$ cat src/rtl/ibex_avalon_pkg.sv
// Shared types for the Ibex data port to Avalon-MM bridge.
package ibex_avalon_pkg;

    typedef enum logic [1:0] {
        RespRead        = 2'd0,
        RespWriteAck    = 2'd1,
        RespWritePosted = 2'd2
    } resp_kind_e;

    localparam logic [1:0] AvmRespOkay = 2'b00;

endpackage

$ cat src/rtl/ibex_avalon_resp_fifo.sv
// Small ordering FIFO holding the expected response kind of each issued command.
module ibex_avalon_resp_fifo #(
    parameter int unsigned Depth = 2,
    parameter type         T     = logic [1:0],
    localparam int unsigned CntW = $clog2(Depth + 1)
) (
    input  logic            clk_i,
    input  logic            rst_ni,
    input  logic            push_i,
    input  T                push_data_i,
    input  logic            pop_i,
    output logic            full_o,
    output logic            empty_o,
    output T                head_o,
    output logic [CntW-1:0] count_o
);

    localparam int unsigned PtrW = (Depth > 1) ? $clog2(Depth) : 1;

    T                mem_q [Depth];
    T                mem_d [Depth];
    logic [PtrW-1:0] wr_ptr_q, wr_ptr_d;
    logic [PtrW-1:0] rd_ptr_q, rd_ptr_d;
    logic [CntW-1:0] count_q, count_d;

    // Depth need not be a power of two, so wrap explicitly.
    function automatic logic [PtrW-1:0] ptr_inc(input logic [PtrW-1:0] p);
        return (p == PtrW'(Depth - 1)) ? '0 : p + 1'b1;
    endfunction

    always_comb begin
        mem_d    = mem_q;
        wr_ptr_d = wr_ptr_q;
        rd_ptr_d = rd_ptr_q;
        count_d  = count_q;
        if (push_i) begin
            mem_d[wr_ptr_q] = push_data_i;
            wr_ptr_d        = ptr_inc(wr_ptr_q);
        end
        if (pop_i) begin
            rd_ptr_d = ptr_inc(rd_ptr_q);
        end
        if (push_i && !pop_i) begin
            count_d = count_q + 1'b1;
        end else if (pop_i && !push_i) begin
            count_d = count_q - 1'b1;
        end
    end

    always_ff @(posedge clk_i or negedge rst_ni) begin
        if (!rst_ni) begin
            for (int i = 0; i < Depth; i++) begin
                mem_q[i] <= T'(0);
            end
            wr_ptr_q <= '0;
            rd_ptr_q <= '0;
            count_q  <= '0;
        end else begin
            mem_q    <= mem_d;
            wr_ptr_q <= wr_ptr_d;
            rd_ptr_q <= rd_ptr_d;
            count_q  <= count_d;
        end
    end

    assign full_o  = (count_q == CntW'(Depth));
    assign empty_o = (count_q == '0);
    assign head_o  = mem_q[rd_ptr_q];
    assign count_o = count_q;

endmodule

$ cat src/rtl/ibex_avalon_data_bridge.sv
// Ibex data port (req/gnt/rvalid) to Avalon-MM pipelined master with bounded,
// in-order outstanding transactions and optional internal write acknowledge.
module ibex_avalon_data_bridge
    import ibex_avalon_pkg::*;
#(
    parameter int unsigned MaxOutstanding = 2,
    parameter bit          UseWriteResp   = 1'b0
) (
    input  logic        clk_i,
    input  logic        rst_ni,
    input  logic        data_req_i,
    input  logic        data_we_i,
    input  logic [3:0]  data_be_i,
    input  logic [31:0] data_addr_i,
    input  logic [31:0] data_wdata_i,
    output logic        data_gnt_o,
    output logic        data_rvalid_o,
    output logic [31:0] data_rdata_o,
    output logic        data_err_o,
    output logic [31:0] avm_address,
    output logic [3:0]  avm_byteenable,
    output logic [31:0] avm_writedata,
    output logic        avm_read,
    output logic        avm_write,
    input  logic        avm_waitrequest,
    input  logic [31:0] avm_readdata,
    input  logic        avm_readdatavalid,
    input  logic [1:0]  avm_response,
    input  logic        avm_writeresponsevalid,
    output logic        idle_o,
    output logic        protocol_err_o
);

    localparam int unsigned CntW = $clog2(MaxOutstanding + 1);

    logic            fifo_full;
    logic            fifo_empty;
    logic [CntW-1:0] fifo_count;
    resp_kind_e      head_kind;
    resp_kind_e      push_kind;
    logic            pop;
    logic            unexpected;
    logic            wr_resp_valid;
    logic            resp_err;

    logic            rvalid_q, rvalid_d;
    logic [31:0]     rdata_q, rdata_d;
    logic            err_q, err_d;
    logic            protocol_err_q, protocol_err_d;

    assign avm_read       = data_req_i & ~data_we_i & ~fifo_full;
    assign avm_write      = data_req_i & data_we_i & ~fifo_full;
    assign avm_address    = data_addr_i;
    assign avm_byteenable = data_be_i;
    assign avm_writedata  = data_wdata_i;
    assign data_gnt_o     = (avm_read | avm_write) & ~avm_waitrequest;

    assign push_kind     = !data_we_i   ? RespRead :
                           UseWriteResp ? RespWriteAck : RespWritePosted;
    // Posted-write fabrics may leave writeresponsevalid floating; ignore it there.
    assign wr_resp_valid = UseWriteResp & avm_writeresponsevalid;
    assign resp_err      = (avm_response != AvmRespOkay);

    ibex_avalon_resp_fifo #(
        .Depth(MaxOutstanding),
        .T    (resp_kind_e)
    ) u_resp_fifo (
        .clk_i      (clk_i),
        .rst_ni     (rst_ni),
        .push_i     (data_gnt_o),
        .push_data_i(push_kind),
        .pop_i      (pop),
        .full_o     (fifo_full),
        .empty_o    (fifo_empty),
        .head_o     (head_kind),
        .count_o    (fifo_count)
    );

    always_comb begin
        pop        = 1'b0;
        unexpected = 1'b0;
        if (fifo_empty) begin
            unexpected = avm_readdatavalid | wr_resp_valid;
        end else begin
            case (head_kind)
                RespRead: begin
                    pop        = avm_readdatavalid;
                    unexpected = wr_resp_valid;
                end
                RespWriteAck: begin
                    pop        = wr_resp_valid;
                    unexpected = avm_readdatavalid;
                end
                default: begin
                    pop        = 1'b1;
                    unexpected = avm_readdatavalid | wr_resp_valid;
                end
            endcase
        end
    end

    always_comb begin
        rvalid_d       = pop;
        rdata_d        = rdata_q;
        err_d          = err_q;
        protocol_err_d = protocol_err_q | unexpected;
        if (pop) begin
            rdata_d = (head_kind == RespRead) ? avm_readdata : '0;
            err_d   = (head_kind != RespWritePosted) && resp_err;
        end
    end

    always_ff @(posedge clk_i or negedge rst_ni) begin
        if (!rst_ni) begin
            rvalid_q       <= 1'b0;
            rdata_q        <= '0;
            err_q          <= 1'b0;
            protocol_err_q <= 1'b0;
        end else begin
            rvalid_q       <= rvalid_d;
            rdata_q        <= rdata_d;
            err_q          <= err_d;
            protocol_err_q <= protocol_err_d;
        end
    end

    assign data_rvalid_o  = rvalid_q;
    assign data_rdata_o   = rdata_q;
    assign data_err_o     = err_q;
    assign protocol_err_o = protocol_err_q;
    assign idle_o         = (fifo_count == '0) & ~rvalid_q;

endmodule

$ cat config.mk
export PLATFORM = sky130hd
export DESIGN_NAME = ibex_avalon_data_bridge
export DESIGN_NICKNAME = d
export VERILOG_FILES = /design/src/rtl/ibex_avalon_pkg.sv /design/src/rtl/ibex_avalon_resp_fifo.sv /design/src/rtl/ibex_avalon_data_bridge.sv
export SDC_FILE = /design/constraint.sdc
export NUM_CORES = 1
export LEC_CHECK = 0
export ABC_AREA = 1
export CAP_MARGIN = 20
export CORE_UTILIZATION = 31
export DETAILED_ROUTE_END_ITERATION = 7
export GPL_TIMING_DRIVEN = 0
export PLACE_DENSITY = 0.78
export SYNTH_ARGS = -nofsm -noshare
export SYNTH_HDL_FRONTEND = slang
export SYNTH_SLANG_ARGS = --single-unit
$ cat constraint.sdc
create_clock -name clk_i -period 1.8 [get_ports clk_i]
set_clock_uncertainty 0.15 [all_clocks]
set_input_delay 0.45 -clock clk_i [delete_from_list [all_inputs] [get_ports clk_i]]
set_output_delay 0.45 -clock clk_i [all_outputs]
set_load 0.01 [all_outputs]
==> reports/results.ini <==
[status]
status = complete, no violations

[pwr]
p_leak_nw = 2.45
p_per_area_mw_per_mm2 = 1110
fin_total_pwr_mw = 4.72
ir_worst_vdd_mv = 0.452

[global_route]
grt_max_degree = 40
grt_pass1_wl_um = 10400
track_usage_pct = 17.1
gr-total-overflow = 0
antenna_found_initial = 0
grt_pass1_vias = 2217

[worst_hold_path]
holdCritStartpoint = data_rdata_o[4]$_DFFE_PN0P_
min_path_cells = 2
hold_path_end = data_rdata_o[4]$_DFFE_PN0P_
hp-class = flop to flop

[synth]
synth_top_family_by_area = buffers and inverters
async_flop_share_pct = 100
syn_nets = 385
synth_area_leaders = dfrtp_1 44%, buf_4 22%, nand2_1 14%, nand4_1 9.3%, inv_1 2.1%
synth-xor-area-share_pct = 0.374
synth_top_area_share_pct = 43.8
syn_avg_cell_area_sq_um = 8.53
synth_commonest_cells = 86 x nand2_1, 70 x buf_4, 41 x dfrtp_1
yosysUniqueCellTypes = 18
synth.most_common_cell = nand2_1
synthCells = 275
yosys_most_used_dff = dfrtp_1
synth_edf_count = 0
synth.mux.area_fraction_pct = 0
synth_seq_cells = 41
synth_simple_gate_area_share_pct = 26.7
synth_compound_area_share_pct = 0.534
synth_area_sq_mm = 0.00234
yosysTopAreaCell = dfrtp_1
synthAdderAreaFrac_pct = 0.534
ys.warnings.count = 0
yosysSeqAreaShare_pct = 43.8

[setup_path]
r2r_cells = 10
required_ns = 1.20
r2r_end = u_resp_fifo.count_o[1]$_DFFE_PN0P_
arrival_ns = 1.14
regToRegSetupSlack_ns = 0.09
endpoint_kind = output port
cp_cell_sequence = inv_2, nand2_8, nor2_4, buf_2
crit_path_top_delay_cell = dfrtp_1
rr_startpoint = u_resp_fifo.count_o[1]$_DFFE_PN0P_
critPathMaxStageDelay_ns = 0.44
start_kind = flop
critPathMaxFanout = 3
path_class = flop to output port

[cts]
ctsHtreeMaxLevel = 2
clockRootBuffer = clkbuf_8
cts_buffers = 5
cts.sinks = 41
clk_pin_slew_ns = 0.08
cts_tree = built
clock_latency_ns = 0.29
clk_path_buf_depth = 2

[placement]
pre_cts_slack_ns = -0.691
gp_congestion = 0.719
dpl.hpwl_um = 5390
io_buffers = 145

[cells_and_area]
diodes = 0
final_layout_size_suffix_gt1_share_pct = 29.0
area_growth_pct = 80.9
fin_nets = 557
post-route-util_pct = 58.2

[timing]
finalHoldViolCount = 0
finalCriticalPeriod_ns = 1.74
drv_slew = 0
max_freq_mhz = 575
setup_ws_ns = 0.0615
period_share_pct = 96.6
slew_headroom_pct = 85.3
setup_viol = 0
worstMarginPinSlew_ns = 0.220

[floorplan]
die_y_um = 89.0
fp.coreArea_sq_mm = 0.00729
rows = 31
ios = 216
start_util_pct = 32.2
die_w_um = 89.0
die_area_sq_mm = 0.00792

[route]
drtIter0Drc = 73
drtAntennaViolNets = 0
via_per_inst = 4.35
drt_pass1_iterations = 5
drc_errors = 0
wl_um = 7140
drt-wirelength-per-cell_um = 13.0
routed-via-count = 2382

[flow_run]
maxCapViolCount = 0

worst max-delay path, delay by kind of cell (launching register included):
family | cells | cell delay, ns
AND/OR/NAND/NOR | 2 | 0.14
buffers and inverters | 2 | 0.26
flip-flops | 1 | 0.44
final cells by class:
| cell class | count | area, sq um |
|---|---|---|
| tap | 99 | 124 |
| clock buffer | 5 | 68.8 |
| inverter | 16 | 62.6 |
| buffer | 80 | 598 |
| clock inverter | 3 | 17.5 |
| sequential | 41 | 1030 |
| fill | 668 | 3050 |
| multi-input combinational | 137 | 697 |
| timing repair buffer | 166 | 1650 |
power breakdown:
part / total, mW / switching (mW) / internal, mW / leakage [nW]
clock network: 0.593 / 0.325 / 0.268 / 0.0439
registers: 1.43 / 0.190 / 1.24 / 0.529
logic: 2.70 / 1.39 / 1.31 / 1.88
sequential cells by signal, indices dropped and copies added (netlist names):
name	count
u_resp_fifo.rd_ptr_q	1
data_rvalid_o	1
u_resp_fifo.wr_ptr_q	1
data_rdata_o	32
data_err_o	1
u_resp_fifo.count_o	2
protocol_err_o	1
u_resp_fifo.mem_q	2
worst max path at each step:
stage                                       start                                  to  slack, ns  depth (start not counted)
2_1_floorplan                   avm_readdatavalid  u_resp_fifo.count_o[1]$_DFFE_PN0P_       0.08                         10
3_3_place_gp                               rst_ni        data_rdata_o[25]$_DFFE_PN0P_      -0.96                          1
3_5_place_dp                           data_req_i                          data_gnt_o      -0.69                          6
4_1_cts                           avm_waitrequest                          data_gnt_o      -0.02                          5
5_1_grt        u_resp_fifo.count_o[1]$_DFFE_PN0P_                            avm_read     -0.005                          4
6_report       u_resp_fifo.count_o[1]$_DFFE_PN0P_                              idle_o       0.06                          4
repair_timing:
| item | in CTS | in global routing |
|---|---|---|
| gates resized for setup | 42 | 27 |
| pin swaps | 2 | 2 |
| hold endpoints to repair | 2 | 0 |
| buffers inserted | 15 | 4 |
| hold buffers | 1 | 0 |
| setup endpoints to repair | 20 | 27 |
cells by family after synthesis:
kind of cell / count (synthesis)
xor+xnor: 1
flops: 41
fa+ha+maj: 1
buf+inv: 97
simple gates: 133
compound gates: 2
cells in the final DEF, fill, tap and decap left out:
master / synthesis / layout
nor2_1: 4 / 2
inv_4: 0 / 1
buf_6: 3 / 3
nand2_1: 86 / 84
nand2_2: 2 / 3
dlymetal6s2s_1: 0 / 21
o21bai_1: 1 / 1
nand2_8: 1 / 1
buf_2: 8 / 11
ha_4: 0 / 1
nand4_1: 35 / 35
o21ai_1: 0 / 1
buf_4: 70 / 88
buf_8: 0 / 1
nand2_4: 1 / 2
nor2_4: 0 / 1
inv_1: 13 / 10
nand3_2: 1 / 2
nor2_2: 0 / 1
clkinv_2: 0 / 2
clkinvlp_4: 0 / 1
xnor2_1: 1 / 1
dlygate4sd3_1: 0 / 1
inv_2: 3 / 5
buf_12: 0 / 2
clkbuf_8: 0 / 5
nand3_1: 3 / 2
dfrtp_1: 41 / 41
dlygate4sd2_1: 0 / 17
clkdlybuf4s50_1: 0 / 102
layer usage:
metal | up-vias | global-route usage [%] | wire, um
met1 | 1095 | 18.8 | 2630
met2 | 124 | 33.0 | 3870
met3 | 7 | 3.97 | 569
met4 | 0 | 4.04 | 68
met5 | - | 0 | 0
li1 | 1156 | - | -
stage by stage:
stage / hold slack, ns / instances / TNS [ns] / cell area [sq um]
after floorplan: 0.00441 / 275 / 0 / 2340
after global placement: 0.298 / 519 / -41.49 / 3920
after detailed placement: 0.108 / 520 / -2.40 / 3940
after CTS: 0.326 / 543 / -0.0160 / 4140
after global routing: 0.335 / 547 / -0.00923 / 4240
final: 0.320 / 547 / 0 / 4240
Power figures use the tool's default switching activity.
